File: config.mk
export PLATFORM = sky130hd
export DESIGN_NAME = uart_tx_arbiter
export DESIGN_NICKNAME = d
export VERILOG_FILES = /design/src/rtl/uart_arb_pkg.sv /design/src/rtl/rr_pick.sv /design/src/rtl/uart_tx_arbiter.sv
export SDC_FILE = /design/constraint.sdc
export NUM_CORES = 1
export LEC_CHECK = 0
export ABC_AREA = 1
export CAP_MARGIN = 40
export CORE_UTILIZATION = 56
export CTS_BUF_LIST = sky130_fd_sc_hd__clkbuf_4 sky130_fd_sc_hd__clkbuf_8
export DETAILED_ROUTE_END_ITERATION = 8
export PLACE_DENSITY = 0.94
export SLEW_MARGIN = 20
export SYNTH_ARGS = -nofsm -noshare
export SYNTH_HDL_FRONTEND = slang
export SYNTH_HIERARCHICAL = 1
export SYNTH_SLANG_ARGS = --single-unit
File: constraint.sdc
create_clock -name clk -period 6.06 [get_ports clk]
set_input_delay 1.212 -clock clk [delete_from_list [all_inputs] [get_ports clk]]
set_output_delay 1.212 -clock clk [all_outputs]
set_load 0.01 [all_outputs]
File: src/rtl/uart_arb_pkg.sv
`default_nettype none
// ============================================================================
// Module   : uart_arb_pkg
// Brief    : Shared types and constants for the UART transmit arbiter:
//            FSM state encoding, UART frame timing constants, default frame
//            length derivation and the grant index width helper.
// Revision : 1.0 - initial release
// ============================================================================
package uart_arb_pkg;

    // Arbiter FSM states, explicitly 2 bits wide
    typedef enum logic [1:0] {
        ARB   = 2'd0,
        ISSUE = 2'd1,
        WAIT  = 2'd2,
        LOCK  = 2'd3
    } arb_state_t;

    // UART bit period in clocks (100 MHz / 230400 baud) and bits per frame
    // (start + 8 data + parity + stop)
    localparam int BAUD_DIV   = 434;
    localparam int FRAME_BITS = 11;

    // Minimum clocks one byte occupies the line, and the default reservation:
    // the minimum rounded up to the next multiple of 100 clocks (4774 -> 4800)
    localparam int FRAME_CYCLES_MIN     = BAUD_DIV * FRAME_BITS;
    localparam int DEFAULT_FRAME_CYCLES = ((FRAME_CYCLES_MIN + 99) / 100) * 100;

    // Width of a requester index; never less than one bit
    function automatic int GRANT_W(input int n);
        return (n > 1) ? $clog2(n) : 1;
    endfunction

endpackage : uart_arb_pkg
`default_nettype wire

File: src/rtl/rr_pick.sv
`default_nettype none
// ============================================================================
// Module   : rr_pick
// Brief    : Combinational round-robin picker. Returns the first request at
//            or after the pointer (wrapping). With i_hold_en set, only the
//            request at the pointer position is considered.
// Revision : 1.0 - initial release
// ============================================================================
module rr_pick #(
    parameter int N  = 4,
    parameter int PW = 2
) (
    input  logic [N-1:0]  i_req,
    input  logic [PW-1:0] i_ptr,
    input  logic          i_hold_en,
    output logic [N-1:0]  o_grant,
    output logic [PW-1:0] o_idx,
    output logic          o_any
);

    localparam int c_sw = PW + 1;

    // Scan from the pointer upwards, wrapping modulo N; first hit wins
    always_comb begin : p_pick
        logic [PW:0]   w_sum;
        logic [PW-1:0] w_pos;
        o_grant = '0;
        o_idx   = '0;
        o_any   = 1'b0;
        w_sum   = '0;
        w_pos   = '0;
        if (i_hold_en) begin
            if (i_req[i_ptr]) begin
                o_grant[i_ptr] = 1'b1;
                o_idx          = i_ptr;
                o_any          = 1'b1;
            end
        end else begin
            for (int k = 0; k < N; k++) begin
                w_sum = {1'b0, i_ptr} + c_sw'(k);
                if (w_sum >= c_sw'(N)) begin
                    w_sum = w_sum - c_sw'(N);
                end
                w_pos = w_sum[PW-1:0];
                if (!o_any && i_req[w_pos]) begin
                    o_grant[w_pos] = 1'b1;
                    o_idx          = w_pos;
                    o_any          = 1'b1;
                end
            end
        end
    end

endmodule : rr_pick
`default_nettype wire

File: src/rtl/uart_tx_arbiter.sv
`default_nettype none
// ============================================================================
// Module   : uart_tx_arbiter
// Brief    : Round-robin arbiter with message locking in front of the UART
//            transmitter. Accepts one byte at a time, issues a one-cycle
//            tx_data_valid pulse and paces bytes with its own frame timer,
//            since the transmitter has no busy flag.
//            Optional macro UART_ARB_LOCK_TIMEOUT_EN: releases a lock whose
//            holder stays idle for LOCK_TIMEOUT cycles (pulses lock_abort).
// Revision : 1.0 - initial release
// ============================================================================
module uart_tx_arbiter
    import uart_arb_pkg::*;
#(
    parameter int NUM_REQ      = 4,
    parameter int FRAME_CYCLES = DEFAULT_FRAME_CYCLES,
    parameter int TIMER_W      = 13,
    parameter int LOCK_TIMEOUT = 8191
) (
    input  logic                        clk,
    input  logic                        reset_n,
    input  logic [NUM_REQ-1:0]          req_valid,
    input  logic [8*NUM_REQ-1:0]        req_data,
    input  logic [NUM_REQ-1:0]          req_last,
    output logic [NUM_REQ-1:0]          req_ready,
    output logic                        tx_data_valid,
    output logic [7:0]                  tx_data,
    output logic [GRANT_W(NUM_REQ)-1:0] grant_id,
    output logic                        busy,
    output logic                        lock_abort
);

    localparam int GW = GRANT_W(NUM_REQ);

    // WAIT counts down to zero, so the load value is two less than the
    // frame: one cycle spent in ISSUE, one extra for the terminal zero
    localparam logic [TIMER_W-1:0] c_frame_load = TIMER_W'(FRAME_CYCLES - 2);

    // Parameter sanity checks at elaboration
    if (FRAME_CYCLES < 3) begin : g_chk_frame_min
        $error("uart_tx_arbiter: FRAME_CYCLES must be at least 3");
    end
    if ((FRAME_CYCLES - 2) >= (2 ** TIMER_W)) begin : g_chk_frame_fit
        $error("uart_tx_arbiter: TIMER_W too narrow for FRAME_CYCLES");
    end
    if ((LOCK_TIMEOUT < 1) || (LOCK_TIMEOUT > (2 ** TIMER_W))) begin : g_chk_lock_fit
        $error("uart_tx_arbiter: LOCK_TIMEOUT out of range for TIMER_W");
    end
    if ((NUM_REQ < 2) || (NUM_REQ > 8)) begin : g_chk_num_req
        $error("uart_tx_arbiter: NUM_REQ must be 2..8");
    end

`ifdef UART_ARB_LOCK_TIMEOUT_EN
    localparam logic [TIMER_W-1:0] c_lock_load = TIMER_W'(LOCK_TIMEOUT - 1);
`endif

    arb_state_t          r_state,   w_state_nxt;
    logic [TIMER_W-1:0]  r_timer,   w_timer_nxt;
    logic [7:0]          r_tx_data, w_tx_data_nxt;
    logic [GW-1:0]       r_grant,   w_grant_nxt;
    logic [GW-1:0]       r_rr_ptr,  w_rr_ptr_nxt;
    logic                r_locked,  w_locked_nxt;
    logic                r_armed;

    logic [NUM_REQ-1:0]  w_req_en;
    logic [NUM_REQ-1:0]  w_grant_vec;
    logic [GW-1:0]       w_idx;
    logic                w_any;
    logic                w_hold;
    logic                w_pick_en;
    logic [GW-1:0]       w_pick_ptr;
    logic [GW-1:0]       w_ptr_after;

    // In LOCK the pointer is the holder and the picker only looks there.
    // r_armed keeps req_ready low while reset is held and for the first
    // cycle after release, so every output is zero during reset.
    assign w_hold      = (r_state == LOCK);
    assign w_pick_en   = r_armed && ((r_state == ARB) || (r_state == LOCK));
    assign w_pick_ptr  = w_hold ? r_grant : r_rr_ptr;
    assign w_req_en    = req_valid & {NUM_REQ{w_pick_en}};
    assign w_ptr_after = (r_grant == GW'(NUM_REQ - 1)) ? '0 : r_grant + GW'(1);

    rr_pick #(
        .N  (NUM_REQ),
        .PW (GW)
    ) u_pick (
        .i_req     (w_req_en),
        .i_ptr     (w_pick_ptr),
        .i_hold_en (w_hold),
        .o_grant   (w_grant_vec),
        .o_idx     (w_idx),
        .o_any     (w_any)
    );

    assign req_ready = w_grant_vec;
    assign tx_data   = r_tx_data;
    assign grant_id  = r_grant;
    assign busy      = (r_state != ARB);

    // Next-state and strobe logic for the arbitration FSM
    always_comb begin
        w_state_nxt   = r_state;
        w_timer_nxt   = r_timer;
        w_tx_data_nxt = r_tx_data;
        w_grant_nxt   = r_grant;
        w_rr_ptr_nxt  = r_rr_ptr;
        w_locked_nxt  = r_locked;
        tx_data_valid = 1'b0;
        lock_abort    = 1'b0;
        case (r_state)
            ARB: begin
                if (w_any) begin
                    w_tx_data_nxt = req_data[{w_idx, 3'b000} +: 8];
                    w_grant_nxt   = w_idx;
                    w_locked_nxt  = !req_last[w_idx];
                    w_state_nxt   = ISSUE;
                end
            end
            ISSUE: begin
                tx_data_valid = 1'b1;
                w_timer_nxt   = c_frame_load;
                w_state_nxt   = WAIT;
            end
            WAIT: begin
                if (r_timer == '0) begin
                    if (r_locked) begin
                        w_state_nxt = LOCK;
`ifdef UART_ARB_LOCK_TIMEOUT_EN
                        w_timer_nxt = c_lock_load;
`endif
                    end else begin
                        w_rr_ptr_nxt = w_ptr_after;
                        w_state_nxt  = ARB;
                    end
                end else begin
                    w_timer_nxt = r_timer - TIMER_W'(1);
                end
            end
            LOCK: begin
                // A byte from the holder always beats the idle timeout
                if (w_any) begin
                    w_tx_data_nxt = req_data[{w_idx, 3'b000} +: 8];
                    w_grant_nxt   = w_idx;
                    w_locked_nxt  = !req_last[w_idx];
                    w_state_nxt   = ISSUE;
                end
`ifdef UART_ARB_LOCK_TIMEOUT_EN
                else if (r_timer == '0) begin
                    lock_abort   = 1'b1;
                    w_locked_nxt = 1'b0;
                    w_rr_ptr_nxt = w_ptr_after;
                    w_state_nxt  = ARB;
                end else begin
                    w_timer_nxt = r_timer - TIMER_W'(1);
                end
`endif
            end
            default: begin
                w_state_nxt = ARB;
            end
        endcase
    end

    // State and datapath registers, cleared asynchronously
    always_ff @(posedge clk or negedge reset_n) begin
        if (!reset_n) begin
            r_state   <= ARB;
            r_timer   <= '0;
            r_tx_data <= '0;
            r_grant   <= '0;
            r_rr_ptr  <= '0;
            r_locked  <= 1'b0;
        end else begin
            r_state   <= w_state_nxt;
            r_timer   <= w_timer_nxt;
            r_tx_data <= w_tx_data_nxt;
            r_grant   <= w_grant_nxt;
            r_rr_ptr  <= w_rr_ptr_nxt;
            r_locked  <= w_locked_nxt;
        end
    end

    // Arming flag: first clock after reset release enables acceptance
    always_ff @(posedge clk or negedge reset_n) begin
        if (!reset_n) begin
            r_armed <= 1'b0;
        end else begin
            r_armed <= 1'b1;
        end
    end

endmodule : uart_tx_arbiter
`default_nettype wire

==> flow_summary.toml <==
[clock_tree]
clock_latency_ns = 0.29
post_cts_buffers = 0
hold_buffers = 0
cts_buffers = 5
root_buffer = "clkbuf_8"
cts_buffer_depth = 2
cts.htree.levels = 2
clk_pin_slew_ns = 0.06
clock_sinks = 29
cts-resized-gates = 0
tritoncts = "done"

[logic_synthesis]
synthTopCellsByCount = "92 x nand2_1, 41 x nor2_1, 38 x inv_1, 37 x nand3_1, 29 x dfrtp_1"
yosys.area_share.simple_pct = 39.5
synth_most_common_cell = "nand2_1"
ys_warn_count = 6
synth_edf_count = 0
synthFlopType = "dfrtp_1"
synth_area_per_cell_um2 = 6.90
synthMuxAreaShare_pct = 2.04
synth-seq-cells = 29
seq_area_frac_synth_pct = 29.6
synth_area_leaders = "dfrtp_1 30%, nand2_1 14%, nand3_1 7.6%"
synthDistinctLibCells = 34
synth_top_cell_area_share_pct = 29.6
synthXorXnorAreaFrac_pct = 0.715
syn_nets = 410
synthAdderAreaFrac_pct = 6.64
synth_top_family_by_area = "simple AND/OR/NAND/NOR gates"
synthCells = 355
async_reset_ff_share_pct = 100
netlist_area_um2 = 2450
synth-compound-area-share_pct = 12.4
yosysTopAreaCell = "dfrtp_1"

[run_status]
status = "complete, no violations"

[pwr]
seq_power_share_pct = 19.4
p_leak_nw = 1.50
pwr_density_cell_nw_per_um2 = 561
power.share.switching_pct = 49.6
ir_drop_mv = 0.342
p_int_uw = 898
pwr-share-comb_pct = 67.1
clkPwrFrac_pct = 13.5
netSwitchingPower_uw = 882
power_mw = 1.78

[global_route]
grt.overflow.total = 0
grt_util_met2_pct = 40.9
antenna_found_initial = 0
grtUsageMet3_pct = 10.0
track_usage_pct = 26.7
grt_busiest_layer = "met2"
met1_usage_pct = 34.3
grt_pass1_vias = 2081
grt_max_degree = 30
grt_pass1_wl_um = 9110

[placement]
gp_congestion = 0.944
hpwl_um = 4310
post-place-ws_ns = 1.54
place_area_um2 = 3040
port_buffers = 57
post-place-cells = 455

[cells_and_area]
final_area_um2 = 3170
fin_util_pct = 77.6
drive_gt1_share_pct = 11.4
finalNonFillerCells = 463
final_nets = 467
area_growth_pct = 29.4
antennaDiodeCount = 0

[timing]
setup_viol = 0
whs_ns = 0.488
hold_viol_final = 0
layout_setup_ws_ns = 1.19
setup_tns_ns = 0
slew_violations = 0
rsz0062_at_grt = "false"
period_needed_ns = 4.87
relSlewSlack_pct = 46.5
layout_worst_path_cycle_share_pct = 80.3
worst_pin_slew_ns = 0.803
fmax_mhz = 205
fin_skew_ns = 0.00257

[route]
wl_per_cell_um = 12.3
viasPerCell = 5.35
drtAntennaViolNets = 0
drt_pass1_iterations = 4
dr.first_iter.drc_count = 175
totalWireLength_um = 5720
vias = 2478
drcViolationCount = 0

[setup_path]
required_ns = 4.85
cp.arrival_ns = 3.66
crit_path_start_kind = "flop"
crit_path_end_kind = "primary output"
critPathKind = "reg -> out"
worstPathMaxFanout = 9

[die]
die-height_um = 68.1
core.rowCount = 23
coreArea_um2 = 4090
dieArea_um2 = 4640
die_x_um = 68.1
boundaryPins = 59
start_util_pct = 60.0

[hold_path]
hold_class = "reg -> reg"

[flow_run]
cap_violations = 0
sequential cells by signal, summed over array words and instances (netlist names):
signal / cells
r_locked: 1
r_armed: 1
grant_id: 2
tx_data: 8
r_timer: 13
r_state: 2
r_rr_ptr: 2
layout make-up:
type | count | area [um2]
clock buffers | 5 | 68.8
well taps | 50 | 62.6
fillers | 286 | 916
multi-input cells | 277 | 1510
clock inverters | 3 | 65.1
inverters | 40 | 155
repair buffers | 59 | 586
flip-flops and latches | 29 | 726
metal layers:
layer	wire (um)	share of wire, %	up-vias
met5	0	0	-
met2	2620	46	95
met1	2640	46	1114
li1	-	-	1261
met4	80	1.4	0
met3	380	6.6	8
placed cells by master (no fill, tap or decap), types with 6 or more instances in the layout:
cell	instances
nand2_1	92
clkdlybuf4s50_1	57
nor2_1	41
inv_1	38
nand3_1	37
dfrtp_1	29
o21ai_0	19
ha_1	13
a21oi_1	8
nand2_2	8
or2_2	7
nand4_1	7
nand2_4	6
path summary, 6_finish.rpt:
| kind | start | end | slack [ns] | cells past startpoint |
|---|---|---|---|---|
| max | r_state[0]$_DFFE_PN0P_ | req_ready[1] | 1.19 | 14 |
| max reg2reg | r_state[0]$_DFFE_PN0P_ | tx_data[2]$_DFFE_PN0P_ | 1.85 | 16 |
| max in group asynchronous | reset_n | tx_data[2]$_DFFE_PN0P_ | 4.48 | 2 |
| min reg2reg | r_timer[0]$_DFFE_PN0P_ | r_timer[0]$_DFFE_PN0P_ | 0.49 | 1 |
| min | r_timer[0]$_DFFE_PN0P_ | r_timer[0]$_DFFE_PN0P_ | 0.49 | 1 |
| min in group asynchronous | reset_n | r_state[0]$_DFFE_PN0P_ | 1.32 | 2 |
cells by family after synthesis:
kind of cell | after synthesis
compound gates | 48
xor+xnor | 2
fa+ha+maj | 13
buf+inv | 49
flops | 29
mux | 5
other cells | 2
simple gates | 207
critical path, cell delays in order (launching register included):
cell	delay, ns
dfrtp_1	0.42
ha_1	0.37
nor2_1	0.09
a21oi_1	0.46
inv_1	0.27
ha_1	0.44
inv_1	0.11
nand3_1	0.09
nand2_1	0.08
nor2_2	0.20
nand3_1	0.12
nand3_1	0.08
nand2_1	0.05
nand2_1	0.06
clkdlybuf4s50_1	0.53
power by group through the flow:
stage | Clock (mW) | Combinational [mW] | Sequential (mW)
2_1_floorplan | 0 | 0.879 | 0.345
3_3_place_gp | 0 | 1.14 | 0.343
3_5_place_dp | 0 | 1.18 | 0.344
4_1_cts | 0.245 | 1.19 | 0.344
5_1_grt | 0.254 | 1.33 | 0.354
6_report | 0.240 | 1.19 | 0.346
(Power assumes the default switching activity.)
